$ cat src/rtl/gate_exerciser.sv
// Purpose: sweeps the four input combinations of an external 2-input gate and checks its output against TRUTH_TABLE.
// Latency: each vector is held SETTLE_CYCLES cycles; a run lasts 4*SETTLE_CYCLES*PASSES cycles, then done pulses for one cycle.
// Backpressure: none; start is only accepted in IDLE and is dropped in RUN/DONE, with no queuing.
//
// Ports:
//   clk, rst_n          rising-edge clock, synchronous active-low reset
//   start               begin a run (sampled only when idle)
//   gate_a, gate_b      registered drives to the gate under test
//   gate_c              gate output under test, assumed synchronous to clk
//   busy, done          run in progress / one-cycle completion pulse
//   pass                no mismatches in the last run (valid from done until next start)
//   err_count           mismatch count, saturating at 255
//   fail_vec            bit i set if vector i = {a,b} mismatched in any sweep
module gate_exerciser #(
    parameter int         SETTLE_CYCLES = 2,
    parameter logic [3:0] TRUTH_TABLE   = 4'b1110,
    parameter int         PASSES        = 1
) (
    input  logic       clk,
    input  logic       rst_n,
    input  logic       start,
    output logic       gate_a,
    output logic       gate_b,
    input  logic       gate_c,
    output logic       busy,
    output logic       done,
    output logic       pass,
    output logic [7:0] err_count,
    output logic [3:0] fail_vec
);

    typedef enum logic [1:0] {
        IDLE = 2'd0,
        RUN  = 2'd1,
        DONE = 2'd2
    } state_t;

    localparam logic [7:0] SETTLE_LAST = 8'(SETTLE_CYCLES - 1);
    localparam logic [7:0] PASS_LAST   = 8'(PASSES - 1);

    state_t     state, state_n;
    logic [1:0] vec, vec_n;             // {gate_a, gate_b}
    logic [7:0] settle_cnt, settle_cnt_n;
    logic [7:0] pass_cnt, pass_cnt_n;
    logic       busy_n, done_n, pass_n;
    logic [7:0] err_count_n;
    logic [3:0] fail_vec_n;
    logic       sample;
    logic       mismatch;

    assign gate_a = vec[1];
    assign gate_b = vec[0];

    always_ff @(posedge clk) begin
        if (!rst_n) begin
            state      <= IDLE;
            vec        <= 2'b00;
            settle_cnt <= 8'd0;
            pass_cnt   <= 8'd0;
            busy       <= 1'b0;
            done       <= 1'b0;
            pass       <= 1'b0;
            err_count  <= 8'd0;
            fail_vec   <= 4'd0;
        end else begin
            state      <= state_n;
            vec        <= vec_n;
            settle_cnt <= settle_cnt_n;
            pass_cnt   <= pass_cnt_n;
            busy       <= busy_n;
            done       <= done_n;
            pass       <= pass_n;
            err_count  <= err_count_n;
            fail_vec   <= fail_vec_n;
        end
    end

    always_comb begin
        state_n      = state;
        vec_n        = vec;
        settle_cnt_n = settle_cnt;
        pass_cnt_n   = pass_cnt;
        busy_n       = busy;
        done_n       = 1'b0;
        pass_n       = pass;
        err_count_n  = err_count;
        fail_vec_n   = fail_vec;
        sample       = (settle_cnt == SETTLE_LAST);
        mismatch     = (gate_c != TRUTH_TABLE[vec]);

        case (state)
            IDLE: begin
                if (start) begin
                    state_n      = RUN;
                    busy_n       = 1'b1;
                    vec_n        = 2'b00;
                    err_count_n  = 8'd0;
                    fail_vec_n   = 4'd0;
                    pass_n       = 1'b0;
                    settle_cnt_n = 8'd0;
                    pass_cnt_n   = 8'd0;
                end
            end
            RUN: begin
                if (!sample) begin
                    settle_cnt_n = settle_cnt + 8'd1;
                end else begin
                    settle_cnt_n = 8'd0;
                    vec_n        = vec + 2'd1;
                    if (mismatch) begin
                        if (err_count != 8'hFF) begin
                            err_count_n = err_count + 8'd1;
                        end
                        fail_vec_n[vec] = 1'b1;
                    end
                    if (vec == 2'b11) begin
                        pass_cnt_n = pass_cnt + 8'd1;
                        if (pass_cnt == PASS_LAST) begin
                            state_n    = DONE;
                            busy_n     = 1'b0;
                            done_n     = 1'b1;
                            vec_n      = 2'b00;
                            pass_cnt_n = 8'd0;
                            // fail_vec still lacks the final sample, so fold it in here.
                            pass_n     = (fail_vec == 4'd0) && !mismatch;
                        end
                    end
                end
            end
            DONE: begin
                state_n = IDLE;
            end
            default: begin
                state_n = IDLE;
            end
        endcase
    end

endmodule

$ cat config.mk
export PLATFORM = sky130hd
export DESIGN_NAME = gate_exerciser
export DESIGN_NICKNAME = d
export VERILOG_FILES = /design/src/rtl/gate_exerciser.sv
export SDC_FILE = /design/constraint.sdc
export NUM_CORES = 1
export LEC_CHECK = 0
export ABC_AREA = 0
export CAP_MARGIN = 20
export CORE_MARGIN = 2
export CORE_UTILIZATION = 40
export CTS_CLUSTER_DIAMETER = 100
export DETAILED_ROUTE_END_ITERATION = 7
export PLACE_DENSITY_LB_ADDON = 0.05
export SLEW_MARGIN = 30
export SYNTH_ARGS = -nofsm -noshare
export SYNTH_HDL_FRONTEND = slang
export SYNTH_SLANG_ARGS = --single-unit
$ cat constraint.sdc
create_clock -name clk -period 2.4 [get_ports clk]
set_input_delay 0.48 -clock clk [delete_from_list [all_inputs] [get_ports clk]]
set_output_delay 0.48 -clock clk [all_outputs]
set_load 0.01 [all_outputs]
== Yosys cells after proc, flatten, opt, wreduce, memory -nomap -nowiden ==
Index checks and enable logic that the tools add are counted.

* Add/sub/neg operators: 4
* Multipliers: 0
* Div/mod/pow operators: 0
* $lt $le $gt $ge: 2
* Eq/ne operators: 11
* Shifts and indexed selects: 0
* Muxes and demuxes: 40
* Bitwise logic cells: 1
* Reduce and logical (&&, ||, !) cells: 15

{| class="wikitable"
|+ Operators with widths
! kind !! number
|-
| $mux W8 || 8
|-
| $pmux W8 S2 || 3
|-
| $add A8 B1 Y8 const B || 3
|-
| $mux W2 || 8
|-
| $reduce_and A4 Y1 || 4
|-
| $mux W4 || 3
|-
| $ne A2 B2 Y1 const B || 6
|-
| $mux W1 || 11
|-
| $reduce_and A5 Y1 || 2
|-
| $eq A8 B1 Y1 const B || 1
|-
| $logic_not A8 Y1 || 1
|-
| $ne A8 B8 Y1 const B || 1
|-
| $pmux W2 S2 || 2
|-
| $pmux W4 S2 || 1
|-
| $logic_not A4 Y1 || 1
|-
| $or A4 B4 Y4 || 1
|-
| $pmux W1 S2 || 2
|-
| $lt A2 B3 Y1 const B || 1
|-
| $reduce_and A3 Y1 || 1
|-
| $add A2 B1 Y2 const B || 1
|-
| $bmux W1 S2 || 1
|-
| $demux W1 S2 || 1
|-
| $eq A2 B1 Y1 const B || 1
|-
| $eq A2 B2 Y1 const B || 1
|-
| other kinds (7) || 8
|}

* Register bits: 35
* Latch bits: 0
* RAM bits: 0
* Memory bits (read-only): 0
* Output and inout port bits: 17
* Word-level logic and storage cells: 82
* Memories kept: 0

== Depth between registers and ports, before layout ==
* Word-level depth: 9
* Gate-level depth with buffers: 6
* Mapped depth without buffers: 6

== Worst setup path after synthesis ==
OpenSTA, ideal clock, no wires.

* Kind: register to register
* From: register settle_cnt[0]
* To: register settle_cnt[6]
* Data arrival time: 1.698 ns
* Data required time: 2.281 ns
* Setup slack: 0.583 ns
* Cell stages (with the launch flop): 6
* Path buffers: 0
* Clock period less this slack: 1.817 ns
* Path through: dfxtp_1 ha_1 or4b_4 o21ai_1 nor2_1 o221a_2

* Longest elaborated chain between the ends: 3

{| class="wikitable"
|+ RTL lines
! item !! RTL line !! source
|-
| from (decl) || 43 || <nowiki>logic [7:0] settle_cnt, settle_cnt_n;</nowiki>
|-
| from (signal assigned) || 68 || <nowiki>settle_cnt <= settle_cnt_n;</nowiki>
|-
| $add A8 B1 Y8 or $eq A8 B1 Y1 (tied branches) || 106, 88 ||
|-
| $mux W8 * || 105 || <nowiki>if (!sample) begin</nowiki>
|-
| $pmux W8 S2 * || 91 || <nowiki>case (state)</nowiki>
|}

Every way passes the cells marked *; elsewhere a longest branch is shown, timed or not.
A chain may end at the register's enable or synchronous reset.

== Worst setup path in the final report ==
Ends and elaborated chain as after synthesis.

==> impl_summary.log <==
[metrics] status: completed
[metrics] maximum clock skew at final layout: 0.00817 ns
[metrics] post-DR vias/cell: 5.82
[metrics] data arrival at the endpoint of the critical path: 2.23 ns
[metrics] Remaining DRCs: 0
[metrics] commonest non-fill, non-tap cell in the layout: sky130_fd_sc_hd__dfxtp_1
[metrics] first-pass GRT wire length: 7.58 mm
[metrics] number of port buffers: 20
[metrics] Total Die Area: 5210 µm²
[metrics] final hold slack: 0.464 ns
[metrics] Fill cells: 404
[metrics] mean instance size in the synthesized netlist: 9.03 µm²
[metrics] startpoint class of the critical path: register
[metrics] pin count of the biggest net entering global routing: 17
[metrics] Floorplan Core Area: 4410 µm²
[metrics] reported max-cap violation count: 0
[metrics] TritonCTS clock tree: yes
[metrics] number of buffers created by CTS: 5
[metrics] die height: 72.2 µm
[metrics] number of antenna repair diodes: 0
[metrics] portion of synthesized cell area occupied by the leading cell type: 37.7%
[metrics] gate count of the mapped netlist: 206
[metrics] type of the worst min-delay path: reg -> reg
[metrics] hpwl dp: 3.22 mm
[metrics] placer congestion estimate: 0.827
[metrics] type of the setup path with the least slack: reg -> reg
[metrics] Hold-fix buffers, CTS: 0
[metrics] sum of negative setup slack: 0 ns
[metrics] Crit Path Max Fanout: 6
[metrics] global-route congestion overflow total: 0
[metrics] Sinks on Clock Net: 35
[metrics] clock tree root buffer cell: sky130_fd_sc_hd__clkbuf_8
[metrics] Worst-path clk slew: 0.07 ns
[metrics] number of synthesized register bits: 35
[metrics] count of pins on the block boundary: 21
[metrics] VDD IR max: 0.000296 V
[metrics] maximum number of buffers from clock root to sink: 2
[metrics] H-tree Lvls: 2
[metrics] Most used DFF post-synth: sky130_fd_sc_hd__dfxtp_1
[metrics] total via count after detailed routing: 1669
[metrics] worst-path cell chain: ha_1, or4b_4, o21ai_1, nor2_1, o221a_2
[metrics] final setup vio count: 0
[metrics] adder-cell share of the synthesized area: 6.05%
[metrics] setup repair after global routing missed its margin: no
[metrics] combined global-route utilization of all metal layers: 18.4%
[metrics] main combinational cell family by area after synthesis: compound AO/OA/AOI/OAI gates
[metrics] multiplexer share of the synthesized area: 1.61%
[metrics] fraction of layout cells with a size suffix above 1: 9.79%
[metrics] layout overhead on the synthesized area: 22.2%
[metrics] number of antenna violations at the first check in global routing: 0
[metrics] post-CTS repair timing setup buffer count: 0
[metrics] DRT Pass-1 Iters: 4
[metrics] leading cell types in the layout, fill and taps excluded: sky130_fd_sc_hd__dfxtp_1, sky130_fd_sc_hd__clkdlybuf4s50_1, sky130_fd_sc_hd__nand2_1
[metrics] Seq/Total Area, Yosys: 37.7%
[metrics] cell type with the largest total area after synthesis: sky130_fd_sc_hd__dfxtp_1
[metrics] XOR/XNOR share of the synthesized area: 2.35%
[metrics] initial DRC count: 119
[metrics] worst-margin pin slew: 0.737 ns
[metrics] average wire length per cell after detail routing: 15.3 µm
[metrics] cell row count: 24
[metrics] relative max-transition margin: 50.7%
[metrics] vias in the first global route: 1630
[metrics] sort of element at the end of the critical path: register
[metrics] syn nets: 219
[metrics] number of pins exceeding their max-slew limit in the final report: 0
[metrics] die width: 72.2 µm
[metrics] leakage power summed over all cells: 0.808 nW
[metrics] simple-gate area share of the yosys netlist: 24.3%
[metrics] Compound-Gate Fraction of Synth Area: 25.2%
[metrics] slowest cell on the critical path: sky130_fd_sc_hd__or4b_4
[metrics] final worst-path cycle share: 85.8%
[metrics] Core Util, Final: 51.5%
[metrics] number of different library cells in the post-synthesis netlist: 48
[metrics] number of nets at the end of the flow: 248
[metrics] cell area after synthesis: 1860 µm²
[metrics] Async SR Flop Fraction: 0%
[metrics] number of enable-type register cells in the synthesized netlist: 0
[metrics] final hold violation count: 0
[metrics] delay of the slowest cell on the worst path: 0.53 ns
[metrics] post-route antenna net violation count: 0
[metrics] ranking of synthesized cells by area: sky130_fd_sc_hd__dfxtp_1, sky130_fd_sc_hd__ha_1, sky130_fd_sc_hd__a211oi_1
[metrics] maximum clock frequency: 0.486 GHz
[metrics] Total Wirelength: 4.39 mm
[metrics] Power Total: 0.00125 W
[metrics] post-CTS resize count: 0
[metrics] PD cells: 549 nW/µm²
[metrics] initial core utilization: 42.1%
[metrics] required time of the critical path: 2.58 ns
[metrics] crit path time final: 2.06 ns
[metrics] clock latency on the worst-skew pair: 0.29 ns
[metrics] Yosys Warn Count: 0
area by class of cell:
cell class                      count  area, µm²  area share, %
Multi-Input combinational cell    157       1110           48.7
Sequential cell                    35        701           30.8
Timing Repair Buffer               30        275           12.1
Clock buffer                        6       72.6           3.19
Tap cell                           52       65.1           2.86
Clock inverter                      1       30.0           1.32
Inverter                            6       22.5          0.991
metrics by stage:
stage          setup slack (ns)  instances  cell area [µm²]
2_1_floorplan             0.583        206             1860
3_3_place_gp              0.236        280             2170
3_5_place_dp              0.216        280             2170
4_1_cts                   0.335        287             2270
5_1_grt                   0.149        287             2270
6_report                  0.341        287             2270
cell usage after synthesis (4+ instances only):
| cell | count |
|---|---|
| sky130_fd_sc_hd__and2_1 | 4 |
| sky130_fd_sc_hd__and3_1 | 8 |
| sky130_fd_sc_hd__dfxtp_1 | 35 |
| sky130_fd_sc_hd__nand2b_1 | 4 |
| sky130_fd_sc_hd__inv_1 | 6 |
| sky130_fd_sc_hd__a211oi_1 | 7 |
| sky130_fd_sc_hd__a31oi_1 | 8 |
| sky130_fd_sc_hd__nor3_1 | 4 |
| sky130_fd_sc_hd__o21ai_0 | 9 |
| sky130_fd_sc_hd__a22o_1 | 4 |
| sky130_fd_sc_hd__ha_1 | 9 |
| sky130_fd_sc_hd__nand3b_1 | 4 |
| sky130_fd_sc_hd__nor2_1 | 7 |
| sky130_fd_sc_hd__clkbuf_1 | 8 |
| sky130_fd_sc_hd__nand4_1 | 8 |
| sky130_fd_sc_hd__nand3_1 | 9 |
| sky130_fd_sc_hd__nand2_1 | 12 |
| sky130_fd_sc_hd__xor2_1 | 4 |
| sky130_fd_sc_hd__a21oi_1 | 10 |
state kept, by name, indices dropped and copies added (netlist names):
signal and count:
busy 1, done 1, err_count 8, fail_vec 4, pass 1, pass_cnt 8
settle_cnt 8, state 2, vec 2
worst max-delay path: cells and delay by family, from the launching register on:
kind                       cells  cell delay (ns)
DFF                            1             0.40
adders and majority gates      1             0.18
and+or+nand+nor                2             0.63
AOI/OAI and AO/OA              2             0.74
report_power, final:
part	total, W	internal (W)	leakage, nW	switching (W)
Clock	0.000519	0.000305	0.0513	0.000214
Combinational	0.000134	0.0000547	0.474	0.0000797
Sequential	0.000595	0.000588	0.283	0.00000773
logic make-up after synthesis:
group,Yosys count
and+or+nand+nor,73
AOI/OAI and AO/OA,67
DFF,35
buffers and inverters,14
adders and majority gates,9
xor gates and xnor gates,5
muxes,3
final timing paths:
| check | cells after the start | slack, ns | end | from |
|---|---|---|---|---|
| worst max-delay path | 5 | 0.34 | settle_cnt[6] | settle_cnt[0] |
| worst min-delay path | 2 | 0.46 | pass | pass |
| worst max register to register | 5 | 0.34 | settle_cnt[6] | settle_cnt[0] |
| worst min register to register | 2 | 0.46 | pass | pass |
per-layer routing:
metal | wire, µm | vias to the layer above | track usage (%) | part of all wire (%)
met3 | 142 | 7 | 3.47 | 3.2
met4 | 74 | 0 | 7.76 | 1.7
met2 | 1990 | 30 | 29.3 | 45
li1 | - | 856 | - | -
met5 | 0 | - | 0 | 0
met1 | 2180 | 776 | 24.5 | 50
(Power assumes the default switching activity.)
